File: config.mk
export PLATFORM = sky130hd
export DESIGN_NAME = byte_serial_adder
export DESIGN_NICKNAME = d
export VERILOG_FILES = /design/src/rtl/byte_serial_adder_pkg.sv /design/src/rtl/byte_serial_adder_fa8.sv /design/src/rtl/byte_serial_adder.sv
export SDC_FILE = /design/constraint.sdc
export NUM_CORES = 1
export LEC_CHECK = 0
export ABC_CLOCK_PERIOD_IN_PS = 10800
export CAP_MARGIN = 20
export CORE_AREA = 2 2 52 59
export DETAILED_ROUTE_END_ITERATION = 6
export DIE_AREA = 0 0 54 61
export PLACE_DENSITY = 0.81
export SYNTH_ARGS = -nofsm -noshare
export SYNTH_HDL_FRONTEND = slang
export SYNTH_SLANG_ARGS = --single-unit
File: constraint.sdc
create_clock -name clk -period 10.8 [get_ports clk]
set_input_delay 2.16 -clock clk [delete_from_list [all_inputs] [get_ports clk]]
set_output_delay 2.16 -clock clk [all_outputs]
set_load 0.005 [all_outputs]
File: src/rtl/byte_serial_adder_pkg.sv
// Shared types and constants for the byte-serial adder.
package byte_serial_adder_pkg;

    localparam int unsigned BYTE_W = 8;

    typedef enum logic {
        IDLE = 1'b0,
        BUSY = 1'b1
    } state_t;

endpackage

File: src/rtl/byte_serial_adder_fa8.sv
// Combinational 8-bit full adder used as the byte slice of the serial adder.
module fullAdder_8bit
    import byte_serial_adder_pkg::*;
(
    input  logic [BYTE_W-1:0] a,
    input  logic [BYTE_W-1:0] b,
    input  logic              cin,
    output logic [BYTE_W-1:0] sum,
    output logic              cout
);

    logic [BYTE_W:0] carry;

    always_comb begin
        carry[0] = cin;
        for (int unsigned i = 0; i < BYTE_W; i++) begin
            sum[i]     = a[i] ^ b[i] ^ carry[i];
            carry[i+1] = (a[i] & b[i]) | (carry[i] & (a[i] ^ b[i]));
        end
        cout = carry[BYTE_W];
    end

endmodule

File: src/rtl/byte_serial_adder.sv
// Multi-byte add/subtract, one operand byte pair per beat, LSB first.
// Optional signed-overflow output enabled by macro BYTE_SERIAL_ADDER_OVF_EN.
module byte_serial_adder
    import byte_serial_adder_pkg::*;
#(
    parameter int unsigned MAX_BEATS = 16
) (
    input  logic              clk,
    input  logic              rst_n,
    input  logic              in_valid,
    output logic              in_ready,
    input  logic [BYTE_W-1:0] in_x,
    input  logic [BYTE_W-1:0] in_y,
    input  logic              in_sub,
    input  logic              in_last,
    output logic              out_valid,
    input  logic              out_ready,
    output logic [BYTE_W-1:0] out_sum,
    output logic              out_last,
    output logic              out_cout,
    output logic              out_err
`ifdef BYTE_SERIAL_ADDER_OVF_EN
    ,
    output logic              out_ovf
`endif
);

    state_t            state;
    logic              carry_q;
    logic              sub_q;
    logic [7:0]        beat_cnt;

    logic              accept;
    logic              first;
    logic              sub_eff;
    logic              cin;
    logic [BYTE_W-1:0] y_eff;
    logic [BYTE_W-1:0] sum;
    logic              cout;
    logic [7:0]        beat_num;
    logic              at_max;
    logic              close;

    assign in_ready = !out_valid || out_ready;
    assign accept   = in_valid && in_ready;
    assign first    = (state == IDLE);
    assign sub_eff  = first ? in_sub : sub_q;
    assign cin      = first ? in_sub : carry_q;
    assign y_eff    = sub_eff ? ~in_y : in_y;
    assign beat_num = beat_cnt + 8'd1;
    assign at_max   = (beat_num == 8'(MAX_BEATS));
    assign close    = in_last || at_max;

    fullAdder_8bit u_fa (
        .a    (in_x),
        .b    (y_eff),
        .cin  (cin),
        .sum  (sum),
        .cout (cout)
    );

`ifdef BYTE_SERIAL_ADDER_OVF_EN
    // Carry into the MSB recovered from the MSB sum bit.
    logic carry7;
    assign carry7 = in_x[BYTE_W-1] ^ y_eff[BYTE_W-1] ^ sum[BYTE_W-1];
`endif

    always_ff @(posedge clk or negedge rst_n) begin
        if (!rst_n) begin
            state     <= IDLE;
            carry_q   <= 1'b0;
            sub_q     <= 1'b0;
            beat_cnt  <= '0;
            out_valid <= 1'b0;
            out_sum   <= '0;
            out_last  <= 1'b0;
            out_cout  <= 1'b0;
            out_err   <= 1'b0;
`ifdef BYTE_SERIAL_ADDER_OVF_EN
            out_ovf   <= 1'b0;
`endif
        end else if (accept) begin
            out_valid <= 1'b1;
            out_sum   <= sum;
            out_last  <= close;
            out_cout  <= close & cout;
            out_err   <= at_max & !in_last;
`ifdef BYTE_SERIAL_ADDER_OVF_EN
            out_ovf   <= close & (carry7 ^ cout);
`endif
            carry_q   <= cout;
            if (first) begin
                sub_q <= in_sub;
            end
            if (close) begin
                state    <= IDLE;
                beat_cnt <= '0;
            end else begin
                state    <= BUSY;
                beat_cnt <= beat_num;
            end
        end else if (out_ready) begin
            out_valid <= 1'b0;
        end
    end

endmodule

==> results.py, run 1 <==
metrics = {
    "synthesis": {
        "ys_ff_latch": 23,
        "synthArstFlopShare_pct": 100.0,
        "synth_area_leader_cell": "dfrtp_1",
        "ys_top_cells_by_count": "nand2_1, dfrtp_1, o21ai_0",
        "synth_ff_type": "dfrtp_1",
        "synthDistinctLibCells": 34,
        "synth_top_cell_area_share_pct": 42.99,
        "yosys_warnings": 0,
        "synth_enable_flop_cells": 0,
        "ys_seq_area_share_pct": 42.99,
        "synth.net_count": 164,
        "synthCells": 133,
        "syn_avg_cell_area_um2": 10.07,
        "synthesis.area_um2": 1339,
        "yosysMostFrequentCell": "nand2_1",
        "synth.area.top_cells": "dfrtp_1, fa_1, nand2_1",
    },
    "worst_setup_path": {
        "cp_num_buf_inv": 4,
        "end_kind": "register",
        "cp_common_cell": "fa_1",
        "cp.required_ps": 11020,
        "path_class": "input port to register",
        "reg2reg_slack_ps": 6490,
        "worstPathCellList": "clkdlybuf4s50_1, nor2b_1, a21oi_4, xor2_1, fa_1, fa_1, fa_1, fa_1, fa_1, inv_1, fa_1, inv_1, fa_1, inv_1, fa_1, nand2_1, nand2_1",
        "crit_path_start_kind": "input port",
        "arrival_ps": 6360,
        "slowest_delay_ps": 450,
        "critical_path.slowest_cell": "clkdlybuf4s50_1",
        "crit_fanout": 9,
        "crit_family": "adder cells",
    },
    "floorplan": {
        "dieHeight_um": 61,
        "core_um2": 2703,
        "die_w_um": 54,
        "start_util_pct": 49.54,
        "ioPinCount": 35,
        "dieArea_um2": 3294,
        "row_count": 20,
    },
    "status": {
        "status": "finished clean",
    },
    "clock_network": {
        "cts_num_sinks": 23,
        "cts_tree": "done",
        "numCtsBuffers": 3,
        "clock-root-buffer": "clkbuf_4",
        "clkTransAtPathRegs_ps": 120,
        "cts_setup_buffers": 0,
        "clk_latency_ps": 310,
        "clockBufferDepth": 2,
        "postCtsHoldBufs": 0,
        "cts-resized-gates": 0,
        "htree_levels": 1,
    },
    "routing": {
        "drtAntennaViolNets": 0,
        "vias": 1068,
        "avgViaCountPerCell": 5.367,
        "drc": 0,
        "wl_per_cell_um": 13.18,
        "wl_um": 2623,
        "dr.pass1.iters": 4,
        "drt-initial-drc-count": 21,
    },
    "pwr": {
        "powerDensity_nw_per_um2": 153.2,
        "p_clk_share_pct": 15.2,
        "comb_power_share_pct": 37.7,
        "p_int_mw": 0.1803,
        "power_mw": 0.2678,
        "ir_drop_mv": 0.09376,
        "seqPwrFrac_pct": 47.0,
        "switchingPower_mw": 0.08752,
        "leakage_nw": 0.7836,
        "swShare_pct": 32.68,
    },
    "placement": {
        "io_buffers": 34,
        "post-dp-hpwl_um": 1987,
        "routabilityCongestion": 0.8299,
    },
    "final_layout": {
        "insertedDiodeCount": 0,
        "final_nets": 198,
        "drive_gt1_share_pct": 7.229,
        "n_fill_cell": 222,
        "syn_to_final_growth_pct": 30.56,
    },
    "job": {
        "max-cap-violations": 0,
    },
    "grt": {
        "antenna_found_initial": 0,
        "grt_usage_pct": 18.48,
        "globalRouteOverflowTotal": 0,
        "first_global_vias": 1023,
        "grt_pass1_wl_um": 4381,
        "grt_max_degree": 34,
    },
    "sta": {
        "skew_ps": 3.821,
        "slew_viol_final": 0,
        "finalSetupViolations": 0,
        "maxClockFrequency_mhz": 162.9,
        "period_needed_ps": 6139,
        "max_slew_margin_pct": 39.17,
        "final-hold-violation-count": 0,
        "rsz0062_at_grt": "no",
        "worst_slew_pin_slew_ps": 910.2,
        "min_period_over_period_pct": 56.84,
        "tns_ps": 0,
    },
    "min_path": {
        "hold_class": "register to register",
    },
}
[per-layer routing]
metal	part of all wire, %	vias to the layer above	global-route usage (%)
met2	49	33	32.06
met4	1.6	0	6.429
met5	0	-	0
met3	4.4	5	2.463
met1	45	516	23.57
li1	-	514	-
[cell usage in the layout, fill, tap and decap left out]
cell	Yosys	routed
clkdlybuf4s50_1	0	34
nand2_1	27	27
dfrtp_1	23	23
o21ai_0	11	11
inv_1	9	9
fa_1	8	8
xor2_1	6	6
o21ai_1	5	5
a21oi_1	3	3
and3_1	3	3
nand3_1	3	3
mux2_2	3	3
clkbuf_4	0	3
nor2b_1	2	2
xnor2_1	2	2
or4_1	2	2
o41ai_1	2	2
and2b_1	2	2
nand2b_1	2	2
a21oi_4	1	1
nand2b_4	1	1
a31oi_1	1	1
and4_4	1	1
nor4b_1	1	1
and4b_1	1	1
a21oi_2	1	1
o21bai_2	1	1
and2_0	1	1
a22o_1	1	1
a21o_1	1	1
nand4_1	1	1
a41oi_1	1	1
ha_1	1	1
clkbuf_1	3	1
buf_16	0	1
[final cells by class]
class                   instances  area (µm²)  share of cell area, %
well taps                      33       41.29                  2.362
inverters                       9       33.78                  1.933
clock buffers                   4       26.28                  1.503
multi-input cells              95       703.2                  40.23
flip-flops and latches         23       575.6                  32.93
repair buffers                 35       367.9                  21.05
[state kept, by name (all words and copies together), names as in the netlist]
register and cells:
beat_cnt 8, sub_q 1, out_sum 8, out_err 1, carry_q 1, out_cout 1, state 1, out_last 1
out_valid 1
[tightest hold or removal path, delay by kind of cell (launching register included)]
family           cells  cell delay (ps)
flip-flops           1              370
AO/OA/AOI/OAI        1               50
AND/OR/NAND/NOR      1               50
[final timing paths]
| path | startpoint | end | depth (start not counted) |
|---|---|---|---|
| worst max-delay path | in_sub | out_sum[7] | 17 |
| worst min-delay path | out_err | out_err | 2 |
| worst max register to register | state | out_sum[7] | 16 |
| worst min register to register | out_err | out_err | 2 |
| max in group asynchronous | rst_n | beat_cnt[0] | 2 |
| min in group asynchronous | rst_n | out_valid | 1 |
[power by group through the flow]
| stage | combinational [mW] | sequential, mW | clock [mW] |
|---|---|---|---|
| after floorplan | 0.0539 | 0.123 | 0 |
| after global placement | 0.0973 | 0.126 | 0 |
| after detailed placement | 0.101 | 0.127 | 0 |
| after CTS | 0.102 | 0.126 | 0.0409 |
| after global routing | 0.114 | 0.130 | 0.0459 |
| final | 0.101 | 0.126 | 0.0408 |
[cell families after synthesis]
logic type,synth area share (%)
AND/OR/NAND/NOR,18.41
flip-flops,42.99
AO/OA/AOI/OAI,13.46
multiplexers,2.523
buffers and inverters,4.486
XOR/XNOR,5.234
adder cells (fa/ha/maj),12.90
[per-stage QoR]
stage	std cells	instance area (µm²)	util [%]	hold slack, ps	setup slack [ps]
final	199	1748	64.68	496.3	4661
after global routing	199	1748	64.68	535.4	4508
after CTS	198	1720	63.66	504.5	4657
after detailed placement	194	1694	62.69	469.3	4313
after global placement	194	1694	62.69	462.5	4411
after floorplan	133	1339	-	449.6	4907
Note: power is estimated with default switching activity, not from simulation.
==> run 2, diff against run 1 <==
Settings changed: ABC_CLOCK_PERIOD_IN_PS 10800 to 5300, CORE_AREA 2 2 52 59 to 2 2 57 64, DIE_AREA 0 0 54 61 to 0 0 59 66, PLACE_DENSITY 0.81 to 0.72.
Clock period 10.8 ns to 5.3 ns, I/O delays scaled along.
==> run 2 against run 1 <==
Net effect: via count is 4.4% lower; non-clock buffer count is 1 higher; clock-buffer cell count stayed put; critical endpoint unchanged; largest cell class unchanged; largest power group unchanged.
==> results.py, run 2 (synthesis results as in run 1) <==
metrics = {
    "worst_setup_path": {
        "cp.required_ps": 5510,
        "crit_fanout": 2,
        "crit-reg2reg-launch": "state",
        "cp_num_buf_inv": 4,
        "critical_path.slowest_cell": "clkdlybuf4s50_1",
        "arrival_ps": 5150,
        "crit_path_start_kind": "input port",
        "path_class": "input port to register",
        "cp_common_cell": "fa_1",
        "reg2reg_slack_ps": 1090,
        "worstPathCellList": "clkdlybuf4s50_1, nor2b_1, a21oi_4, xor2_1, fa_1, fa_1, fa_1, fa_1, fa_1, inv_1, fa_1, inv_1, fa_1, inv_1, fa_1, nand2_1, nand2_1",
        "end_kind": "register",
        "crit_family": "adder cells",
        "slowest_delay_ps": 450,
        "crit_path_start": "in_sub",
    },
    "placement": {
        "place_ws_ps": -28.71,
        "io_buffers": 34,
        "post-dp-hpwl_um": 2053,
        "dpl_cell_area_um2": 1705,
        "routabilityCongestion": 0.7623,
    },
    "floorplan": {
        "start_util_pct": 41.22,
        "die_w_um": 59,
        "dieArea_um2": 3894,
        "dieHeight_um": 66,
        "row_count": 22,
        "ioPinCount": 35,
        "core_um2": 3248,
    },
    "final_layout": {
        "fin_area_um2": 1747,
        "drive_gt1_share_pct": 7.784,
        "insertedDiodeCount": 0,
        "reg_top3": "beat_cnt: 8 flops, out_sum: 8 flops",
        "syn_to_final_growth_pct": 30.47,
        "final_nets": 199,
        "most-common-layout-cells": "clkdlybuf4s50_1, nand2_1, dfrtp_1",
        "n_fill_cell": 294,
        "fin_util_pct": 53.77,
        "layout_commonest_cell": "clkdlybuf4s50_1",
    },
    "pwr": {
        "comb_power_share_pct": 37.5,
        "seqPwrFrac_pct": 47.5,
        "switchingPower_mw": 0.1793,
        "swShare_pct": 32.86,
        "powerDensity_nw_per_um2": 312.4,
        "ir_drop_mv": 0.1392,
        "p_int_mw": 0.3664,
        "p_clk_share_pct": 15.0,
        "leakage_nw": 0.7830,
    },
    "clock_network": {
        "clkTransAtPathRegs_ps": 120,
        "numCtsBuffers": 3,
        "cts_num_sinks": 23,
        "postCtsHoldBufs": 0,
        "cts_setup_buffers": 0,
        "cts_tree": "done",
        "clockBufferDepth": 2,
        "clock-root-buffer": "clkbuf_4",
        "htree_levels": 1,
        "clk_latency_ps": 310,
        "cts-resized-gates": 0,
    },
    "sta": {
        "fin_ws_ps": 352.5,
        "skew_ps": 8.714,
        "finalSetupViolations": 0,
        "min_period_over_period_pct": 93.35,
        "final-hold-violation-count": 0,
        "worst_slew_pin_slew_ps": 890.7,
        "rsz0062_at_grt": "no",
        "period_needed_ps": 4948,
        "max_slew_margin_pct": 40.48,
        "maxClockFrequency_mhz": 202.1,
        "slew_viol_final": 0,
    },
    "grt": {
        "first_global_vias": 1119,
        "grt_usage_pct": 15.30,
        "globalRouteOverflowTotal": 0,
        "grt_pass1_wl_um": 4698,
        "grt_max_degree": 34,
        "antenna_found_initial": 0,
    },
    "routing": {
        "avgViaCountPerCell": 5.030,
        "drc": 0,
        "drtAntennaViolNets": 0,
        "vias": 1021,
        "wl_per_cell_um": 13.32,
        "wl_um": 2704,
        "dr.pass1.iters": 4,
        "drt-initial-drc-count": 11,
    },
    "min_path": {
        "min_from": "out_sum[4]",
        "hold_class": "register to register",
    },
    "job": {
        "max-cap-violations": 0,
    },
    "status": {
        "status": "finished clean",
    },
}
[run 2: cell count changes in the layout (fill, tap and decap cells not counted)]
| cell | before | now |
|---|---|---|
| buf_4 | 0 | 1 |
| buf_8 | 0 | 1 |
| buf_16 | 1 | 0 |
[run 2: cell type report]
| cell class | count | area, µm² | area share [%] |
|---|---|---|---|
| Multi-Input combinational cell | 95 | 703.2 | 40.26 |
| Sequential cell | 23 | 575.6 | 32.95 |
| Timing Repair Buffer | 36 | 362.8 | 20.77 |
| Tap cell | 36 | 45.04 | 2.579 |
| Inverter | 9 | 33.78 | 1.934 |
| Clock buffer | 4 | 26.28 | 1.504 |
[run 2: worst register-to-register path, cell delays in order, from the launching register on]
cell     delay (ps)
dfrtp_1         460
nor2b_1         260
a21oi_4          50
xor2_1          160
fa_1            420
fa_1            390
fa_1            380
fa_1            380
fa_1            360
inv_1            70
fa_1            170
inv_1            50
fa_1            350
inv_1            80
fa_1            410
nand2_1          70
nand2_1          50
[run 2: worst paths after layout]
kind	endpoint	cells after the start
worst max-delay path	out_sum[7]	17
worst min-delay path	out_sum[4]	2
worst max register to register	out_sum[7]	16
worst min register to register	out_sum[4]	2
max in group asynchronous	sub_q	2
min in group asynchronous	out_valid	1
[run 2: per-layer routing]
metal / wire [µm] / share of wire [%] / GRT usage [%] / vias up
li1: - / - / - / 515
met1: 1149 / 42 / 17.93 / 485
met2: 1433 / 53 / 27.78 / 19
met3: 106 / 3.9 / 2.740 / 2
met4: 15 / 0.55 / 4.830 / 0
met5: 0 / 0 / 0 / -
[run 2: power by group through the flow]
stage	Sequential, mW	Clock [mW]	Combinational [mW]
6_report	0.259	0.0817	0.205
5_1_grt	0.265	0.0925	0.231
4_1_cts	0.258	0.0843	0.208
3_5_place_dp	0.261	0	0.208
3_3_place_gp	0.260	0	0.199
2_1_floorplan	0.252	0	0.110
[run 2: stage by stage]
step | hold slack, ps | power [mW] | TNS (ps) | cells
2_1_floorplan | 449.6 | 0.3615 | 0 | 133
4_1_cts | 507.4 | 0.5510 | 0 | 202
6_report | 503.3 | 0.5457 | 0 | 203
3_3_place_gp | 472.4 | 0.4590 | 0 | 198
3_5_place_dp | 468.4 | 0.4688 | -28.71 | 198
5_1_grt | 544.2 | 0.5886 | 0 | 203
==> run 3, diff against run 2 <==
Settings changed: GPL_ROUTABILITY_DRIVEN set to 0.
==> results of run 3 <==
The final DEF is identical to that of run 2; final timing and power are the same.
==> edit: new RTL, config.mk and constraints of run 3 <==
Set the package constant `BYTE_W` to 6 (it was 8).
--- a/src/rtl/byte_serial_adder_pkg.sv
+++ b/src/rtl/byte_serial_adder_pkg.sv
@@ -1,7 +1,7 @@
 // Shared types and constants for the byte-serial adder.
 package byte_serial_adder_pkg;
 
-    localparam int unsigned BYTE_W = 8;
+    localparam int unsigned BYTE_W = 6;
 
     typedef enum logic {
         IDLE = 1'b0,
Interface: changed (resized in_x, in_y and out_sum); port bits go from 35 to 29. No check against the original RTL was run, so the function may have changed too.
==> edit against run 3 <==
  * Synthesized cell count shrank 13%
  * Power decreased by 12%
  * Sequential cell count decreased by 2
  * Synthesized area is 7.3% lower
  * Worst setup slack better by 0.42 ns
  * Routed wire length fell by 5.1%
  * Count of clock-buffer cells in the layout did not move
  * Clock skew is 0.0079 ns lower
  * Utilization down 6.0 points
  * Cell area shrank 11%
  * Critical path type unchanged
==> edit: results (changes against run 3) <==
IO Port Bufs: 28 (-18%)
Worst Hold Depth: 2 (unchanged)
arrival time at the worst endpoint: 4.72 ns (-0.43 ns)
asr flop ratio synth: 100% (unchanged)
yosys synthesis warning count: 0 (unchanged)
Mapped Nets: 141 (-14%)
Total GRT Usage: 15.0% (-0.25 points)
post-CTS resize count: 0 (unchanged)
Fin Clk Skew: 0.000855 ns (-0.00786 ns)
Min Hold Slack: 0.509 ns (+0.00543 ns)
sequential share of the synthesized area: 42.3% (-0.65 points)
1st-pass router iterations: 2 (-2)
DRT Wirelength: 2570 um (-5.1%)
Post-DP Area: 1530 um^2 (-11%)
layout cells sized above 1: 9.86% (+2.1 points)
Placed Cells: 174 (-12%)
Reg-to-Reg End: out_sum[5]$_DFFE_PN0P_
dpl hpwl: 2040 um (-0.54%)
initial antenna violation count: 0 (unchanged)
Layout Cells excl Fill: 178 (-12%)
CTS Buf Count: 3 (unchanged)
CTS Buffer Depth: 2 (unchanged)
CTS root buf: clkbuf_4
clock transition at the registers of the reported paths: 0.11 ns
largest net degree at the start of global routing: 25 (-26%)
M1 WL: 1060 um (-8.2%)
Clock Latency Late Sink: 0.30 ns
leakage dissipation: 0.000657 uW (-16%)
R2R depth: 13 (-3)
maximum vdd ir drop: 0.187 mV (+34%)
Post-synth top cells: 21 x dfrtp_1, 14 x nand2_1, 8 x inv_1, 8 x o21ai_0, 6 x fa_1
FF-to-FF setup slack: 1.53 ns (+0.44 ns)
GRT overflow: 0 (unchanged)
top cells by area, synth: dfrtp_1 42%, fa_1 9.7%, nand2_1 4.2%, o21ai_0 3.2%, xor2_1 2.8%
vias in the first global route: 1038 (-7.2%)
Worst Hold End: out_sum[0]$_DFFE_PN0P_
Starting DRT DRC Count: 6 (-5)
post-CTS setup buffers: 0 (unchanged)
Unique masters post-synth: 40 (+18%)
CP max FO: 7 (+5)
met2 wire len: 1370 um (-4.1%)
# diodes: 0 (unchanged)
filler cell count: 321 (+9.2%)
type of the worst min-delay path: reg -> reg
outcome: complete, no violations
Highest Signal Layer: met4
post-synthesis average cell area: 10.7 um^2 (+6.3%)
Via density: 5.39 (+7.1%)
Tightest Pin Transition: 0.944 ns (+0.0529 ns)
largest registers: beat_cnt x8, out_sum x6
worst hold start: out_sum[0]$_DFFE_PN0P_
routed wl met3: 117 um (+10%)
first-pass GRT wire length: 4400 um (-6.3%)
H-Tree Depth: 1 (unchanged)
[edit: cell families after synthesis]
| group | count (synthesis) | share of synthesized area [%] |
|---|---|---|
| mux | 3 | 2.72 |
| xor+xnor | 7 | 4.94 |
| fa+ha+maj | 7 | 10.7 |
| flops | 21 | 42.3 |
| buf+inv | 14 | 5.75 |
| simple gates | 34 | 15.9 |
| compound gates | 30 | 17.6 |
[edit: how the worst max path moves through the flow]
stage,startpoint,slack [ns],to
finish,in_sub,0.77,out_sum[5]$_DFFE_PN0P_
global route,in_sub,0.63,out_sum[5]$_DFFE_PN0P_
CTS,in_sub,0.77,out_sum[5]$_DFFE_PN0P_
detailed placement,in_sub,0.44,out_sum[5]$_DFFE_PN0P_
global placement,in_sub,0.58,out_sum[5]$_DFFE_PN0P_
floorplan,in_sub,1.08,out_sum[5]$_DFFE_PN0P_
[edit: final cells by class]
cell class / count / share of cell area [%]
Sequential cell: 21 / 33.9
Timing Repair Buffer: 28 / 18.1
Clock buffer: 4 / 1.69
Inverter: 8 / 1.94
Multi-Input combinational cell: 81 / 41.5
Tap cell: 36 / 2.90
[edit: critical path: stages]
cell	delay [ns]
clkdlybuf4s50_1	0.39
nor2b_1	0.15
a21oi_2	0.35
xor2_1	0.16
fa_1	0.47
fa_1	0.41
fa_1	0.37
inv_1	0.08
fa_1	0.16
inv_1	0.05
fa_1	0.35
inv_1	0.07
fa_1	0.39
mux2_2	0.26
[edit: through the flow]
stage	setup WS (ns)	utilization, %
finish	0.774	47.8
global placement	0.583	47.0
detailed placement	0.438	47.0
global route	0.633	47.8
CTS	0.770	47.8
floorplan	1.08	-
[edit: routing by layer]
metal	up-vias	global-route usage, %
met4	0	5.97
met2	21	27.5
met3	2	2.74
met5	-	0
met1	479	16.9
li1	457	-
[edit: power breakdown]
group / internal, uW / switching (uW)
Sequential: 196 / 38.2
Clock: 29.3 / 46.9
Combinational: 97.9 / 72.0
